## config.mk

```make
export PLATFORM = sky130hd
export DESIGN_NAME = wide_add_sequencer
export DESIGN_NICKNAME = d
export VERILOG_FILES = /design/src/rtl/wide_add_pkg.sv /design/src/rtl/chunk_adder.sv /design/src/rtl/wide_add_sequencer.sv
export SDC_FILE = /design/constraint.sdc
export NUM_CORES = 1
export LEC_CHECK = 0
export BUFFER_PORTS_ARGS = -buffer_cell sky130_fd_sc_hd__buf_4
export CORE_MARGIN = 8
export CORE_UTILIZATION = 48
export CTS_CLUSTER_SIZE = 20
export DETAILED_ROUTE_END_ITERATION = 10
export GPL_TIMING_DRIVEN = 0
export PLACE_DENSITY = 0.77
export SYNTH_ARGS = -nofsm -noshare
export SYNTH_HDL_FRONTEND = slang
export SYNTH_HIERARCHICAL = 1
export SYNTH_SLANG_ARGS = --single-unit
```

## constraint.sdc

```tcl
create_clock -name clk -period 7.4 [get_ports clk]
set_clock_uncertainty 0.1 [all_clocks]
set_input_delay 1.48 -clock clk [delete_from_list [all_inputs] [get_ports clk]]
set_output_delay 1.48 -clock clk [all_outputs]
set_load 0.02 [all_outputs]
```

## src/rtl/wide_add_pkg.sv

```systemverilog
`default_nettype none
// ============================================================================
// Module : wide_add_pkg
// Brief  : Shared types and default sizing for the wide-add sequencer.
// Rev    : 1.0 - initial release
// ============================================================================
package wide_add_pkg;

    localparam int c_default_width = 64;
    localparam int c_default_chunk = 16;

    typedef enum logic [1:0] {
        ST_IDLE = 2'd0,
        ST_RUN  = 2'd1,
        ST_DONE = 2'd2
    } state_e;

    // Counter width that never collapses to zero bits for a single-chunk build.
    function automatic int idx_width(input int n);
        return (n > 1) ? $clog2(n) : 1;
    endfunction

endpackage
`default_nettype wire

```

## src/rtl/chunk_adder.sv

```systemverilog
`default_nettype none
// ============================================================================
// Module : chunk_adder
// Brief  : Combinational CHUNK-bit ripple-carry adder of full-add cells.
// Rev    : 1.0 - initial release
// ============================================================================
module chunk_adder #(
    parameter int CHUNK = 16
) (
    input  logic [CHUNK-1:0] a,
    input  logic [CHUNK-1:0] b,
    input  logic             cin,
    output logic [CHUNK-1:0] sum,
    output logic             cout
);

    logic [CHUNK:0] w_carry;

    assign w_carry[0] = cin;

    for (genvar i = 0; i < CHUNK; i++) begin : g_bit
        assign sum[i]       = a[i] ^ b[i] ^ w_carry[i];
        assign w_carry[i+1] = (a[i] & b[i]) | (w_carry[i] & (a[i] ^ b[i]));
    end

    assign cout = w_carry[CHUNK];

endmodule
`default_nettype wire

```

## src/rtl/wide_add_sequencer.sv

```systemverilog
`default_nettype none
// ============================================================================
// Module : wide_add_sequencer
// Brief  : WIDTH-bit adder time-multiplexed over one CHUNK-bit ripple adder.
// Rev    : 1.0 - initial release
// ============================================================================
module wide_add_sequencer
    import wide_add_pkg::*;
#(
    parameter int WIDTH = c_default_width,
    parameter int CHUNK = c_default_chunk
) (
    input  logic             clk,
    input  logic             rst,
    input  logic             in_valid,
    output logic             in_ready,
    input  logic [WIDTH-1:0] in_a,
    input  logic [WIDTH-1:0] in_b,
    input  logic             in_cin,
    output logic             out_valid,
    input  logic             out_ready,
    output logic [WIDTH-1:0] out_sum,
    output logic             out_cout
);

    localparam int NCHUNK = WIDTH / CHUNK;
    localparam int IDXW   = idx_width(NCHUNK);
    localparam int BASEW  = idx_width(WIDTH);

    localparam logic [1:0] c_st_idle = ST_IDLE;
    localparam logic [1:0] c_st_run  = ST_RUN;
    localparam logic [1:0] c_st_done = ST_DONE;

    logic [1:0]       r_state;
    logic [IDXW-1:0]  r_idx;
    logic [WIDTH-1:0] r_a;
    logic [WIDTH-1:0] r_b;
    logic [WIDTH-1:0] r_sum;
    logic             r_carry;
    logic             r_in_ready;
    logic             r_out_valid;

    logic [BASEW-1:0] w_base;
    logic [CHUNK-1:0] w_chunk_a;
    logic [CHUNK-1:0] w_chunk_b;
    logic [CHUNK-1:0] w_chunk_sum;
    logic             w_chunk_cout;
    logic             w_last;

    assign w_base    = BASEW'(int'(r_idx) * CHUNK);
    assign w_chunk_a = r_a[w_base +: CHUNK];
    assign w_chunk_b = r_b[w_base +: CHUNK];
    assign w_last    = (r_idx == IDXW'(NCHUNK - 1));

    chunk_adder #(
        .CHUNK (CHUNK)
    ) u_chunk_adder (
        .a    (w_chunk_a),
        .b    (w_chunk_b),
        .cin  (r_carry),
        .sum  (w_chunk_sum),
        .cout (w_chunk_cout)
    );

    always_ff @(posedge clk) begin
        if (rst) begin
            r_state     <= c_st_idle;
            r_idx       <= '0;
            r_a         <= '0;
            r_b         <= '0;
            r_sum       <= '0;
            r_carry     <= 1'b0;
            r_in_ready  <= 1'b1;
            r_out_valid <= 1'b0;
        end else begin
            case (r_state)
                c_st_idle: begin
                    if (in_valid) begin
                        r_a        <= in_a;
                        r_b        <= in_b;
                        r_carry    <= in_cin;
                        r_idx      <= '0;
                        r_state    <= c_st_run;
                        r_in_ready <= 1'b0;
                    end
                end
                c_st_run: begin
                    r_sum[w_base +: CHUNK] <= w_chunk_sum;
                    r_carry                <= w_chunk_cout;
                    if (w_last) begin
                        r_state     <= c_st_done;
                        r_out_valid <= 1'b1;
                    end else begin
                        r_idx <= r_idx + IDXW'(1);
                    end
                end
                c_st_done: begin
                    // Result is held untouched until the consumer takes it.
                    if (out_ready) begin
                        r_state     <= c_st_idle;
                        r_out_valid <= 1'b0;
                        r_in_ready  <= 1'b1;
                    end
                end
                default: begin
                    r_state     <= c_st_idle;
                    r_out_valid <= 1'b0;
                    r_in_ready  <= 1'b1;
                end
            endcase
        end
    end

    assign in_ready  = r_in_ready;
    assign out_valid = r_out_valid;
    assign out_sum   = r_sum;
    assign out_cout  = r_carry;

endmodule
`default_nettype wire

```

==> metrics.md <==
| Metric | Value |
|---|---|
| Status | finished, final reports clean |
| Commonest non-fill, non-tap cell in the layout | nand2_1 |
| Site Rows | 48 |
| Buffers and inverters on the worst path | 6 |
| Antenna diodes | 0 |
| Cts bufs inserted | 17 |
| Gr ovfl total | 0 |
| Ports | 200 |
| Placer Congestion | between 0.8 and 0.9 |
| Ys async rst share | 0% |
| Core ar. | about 0.017 sq mm |
| Yosys reg bits | ~200 |
| Largest net degree at the start of global routing | 17 |
| Via Count | between 7,000 and 8,000 |
| Synth unique cells | 38 |
| Placed cells | roughly 1,300 |
| Mapped cell area | between 0.008 and 0.009 sq mm |
| RSZ-0062 raised after global routing | yes |
| Clock-pin transition on the worst setup and hold timing paths | about 70 ps |
| Final Core Density | approximately 63% |
| Final Non-Filler Cells | about 1,400 |
| CTS H-tree depth | 4 |
| Worst-path fanout max | 5 |
| Top-area cell type share of the netlist area | 47.84% |
| Commonest cells after routing, fill and taps aside | 275 x nand2_1, 206 x buf_4, 197 x dfxtp_1 |
| # nets final | 1,269 |
| Clock Sinks | 199 |
| Worst Hold End | r_b[22] |
| Power share of the clock group | between 30% and 40% |
| Levels on crit path | 25 |
| Slew @ Worst Pin | between 600 and 700 ps |
| Post-synthesis cell count | between 800 and 900 |
| Ys flop type | dfxtp_1 |
| Slew margin rel. | between 50% and 60% |
| Mapped Nets | around 1,000 |
| CTS tree | done |
| Placed cell area | a little over 0.01 sq mm |
| Initial drt markers | 474 |
| Post-synth EDFFs | 0 |
| Min Tclk post-route | about 7300 ps |
| Buffer levels on the longest clock path | 2 |
| Leading area contributor after synthesis | dfxtp_1 |
| Worst skew pair latency | ~440 ps |
| Endpoint type of the worst setup path | flip-flop |
| Average size of a mapped cell | roughly 9.3 sq um |
| Fill count | 1,481 |
| Final wirelength | between 20,000 and 30,000 um |
| Final-report setup violation count | 0 |
| Max Fclk | 0.1365 GHz |
| Sw frac | between 20% and 30% |
| Worst Path Required | between 7000 and 8000 ps |
| Fin crit share | ~99% |
| Top post-synthesis cells by area | dfxtp_1 48%, nand2_1 12%, a21oi_1 8.8% |
| Slowest cell on the critical path | mux4_2 |
| Vias in the first global route | 7,508 |
| Final Hold Fails | 0 |
| Worst reg2reg path depth | 25 |
| P&R area growth vs syn | 29.66% |
| PortBufs | ~200 |
| Initial core utilization | about half |
| Share of cells above drive strength 1 | a little under a third |
| Reg-to-reg setup timing slack | 70 ps |
| Power share of the sequential group | 48.1% |
| WL per Instance | around 19 um |
| P_sw | 627.1 uW |
| Internal power | 1.763 mW |
| Post-route cell area | 0.01080 sq mm |
| RR Endpoint | out_sum[63] |
| Die Span X | roughly 150 um |
| DIE AREA | around 0.022 sq mm |
| WP data arrival | approximately 7600 ps |
| MaxCap Viol Count | 0 |
| Min-Delay Path Depth | 2 |
| GRT Overall Usage | 23.75% |
| Largest stage delay on the critical path | about 560 ps |
| Synth Warn # | 6 |
| Worst Setup Path Type | reg2reg |
| First-pass GRT wire length | approximately 40,000 um |
| Vias per cell | 5.466 |
| CP Launch Type | flip-flop |
| CP top delay family | adder cells |
| Routed Antenna Nets | 0 |
| Max-slew violation count | 0 |
| Initial antenna violation count | 0 |
| Reg2Reg Launch Point | r_idx[0] |
| Crit-path most repeated cell | fa_2 |
| Worst IR Drop VDD | between 150 and 200 uV |
| Post-synthesis sequential area ratio | between 40 and 50% |
| Final HPWL DP | approximately 20,000 um |
| Pwr dens | about 220 mW/mm^2 |
| Hold Path Class | reg2reg |
| Hold path startpoint | r_b[22] |
| Combinational Power Share | approximately 15% |
| DR pass1 iterations | 7 |
| Root Driver | clkbuf_16 |
| Static leakage power | roughly 4.4 nW |
| Die H | 147.7 um |
| DR DRC count | 0 |
| Final Hold Slack | 353.3 ps |
## registers in the layout, indices dropped and copies added, names as in the netlist
signal,cells
r_state,2
in_ready,1
r_idx,2
out_valid,1
r_b,64
r_a,64
out_cout,1
out_sum,64
## stage by stage
step / setup WS [ps] / power, mW / TNS, ps
after floorplan: 28.53 / 1.365 / 0
after global placement: -404.9 / 1.512 / -1785
after detailed placement: -476.7 / 1.518 / -2380
after CTS: 25.81 / 2.388 / 0
after global routing: -92.78 / 2.466 / -92.78
final: 74.00 / 2.390 / 0
## cell families (layout without fill, tap and decap cells)
| logic type | count (synthesis) | in the layout | synth area share, % |
|---|---|---|---|
| fa+ha+maj | 22 | 22 | 4.748 |
| buf+inv | 91 | 324 | 5.153 |
| flops | 199 | 199 | 47.84 |
| compound gates | 201 | 201 | 14.68 |
| simple gates | 347 | 347 | 18.93 |
| mux | 32 | 32 | 8.654 |
## timing repair
action | in CTS | in global routing
pin swaps | 1 | 2
hold buffers | 0 | 0
buffers inserted | 6 | 0
gates resized for setup | 14 | 2
setup endpoints to repair | 9 | 4
## worst max-delay path by stage
stage                  end  startpoint
2_1_floorplan  out_sum[63]    r_idx[0]
3_3_place_gp   out_sum[63]    r_idx[1]
3_5_place_dp   out_sum[63]    r_idx[1]
4_1_cts        out_sum[63]    r_idx[0]
5_1_grt        out_sum[63]    r_idx[0]
6_report       out_sum[63]    r_idx[0]
## routing by layer
| metal | wire length (um) | GRT usage [%] | part of all wire, % |
|---|---|---|---|
| met1 | 10600 | 28.70 | 40 |
| met2 | 12310 | 38.81 | 47 |
| met3 | 2134 | 5.747 | 8.2 |
| met4 | 1121 | 12.19 | 4.3 |
| met5 | 0 | 0 | 0 |
## synth_stat cells (5+ instances only)
| master | count |
|---|---|
| a21oi_1 | 147 |
| inv_1 | 12 |
| ha_1 | 6 |
| buf_1 | 5 |
| clkbuf_1 | 22 |
| nand3_1 | 16 |
| mux4_2 | 32 |
| a32o_1 | 16 |
| dfxtp_1 | 199 |
| buf_2 | 43 |
| buf_4 | 5 |
| fa_1 | 16 |
| nor3b_1 | 32 |
| nand2_1 | 275 |
| a31o_1 | 32 |
## area by class of cell
class	count	area [sq um]	area share [%]
multi-input cells	602	3954	36.62
well taps	225	281.5	2.607
plain buffers	76	440.4	4.079
clock buffers	22	474.2	4.392
clock inverters	8	75.07	0.6952
inverters	14	52.55	0.4867
repair buffers	204	1531	14.18
flip-flops and latches	199	3989	36.94
## tightest hold or removal path: cells and delay by family, from the launching register on
| family | cells | cell delay (ps) |
|---|---|---|
| and+or+nand+nor | 1 | 50 |
| AOI/OAI and AO/OA | 1 | 50 |
| DFF | 1 | 310 |
## power by group through the flow
stage | logic, mW | clock network [mW] | registers (mW)
after floorplan | 0.196 | 0 | 1.17
after global placement | 0.341 | 0 | 1.17
after detailed placement | 0.346 | 0 | 1.17
after CTS | 0.355 | 0.885 | 1.15
after global routing | 0.386 | 0.926 | 1.15
final | 0.358 | 0.882 | 1.15
No activity file was read; power rests on OpenSTA's default activity.
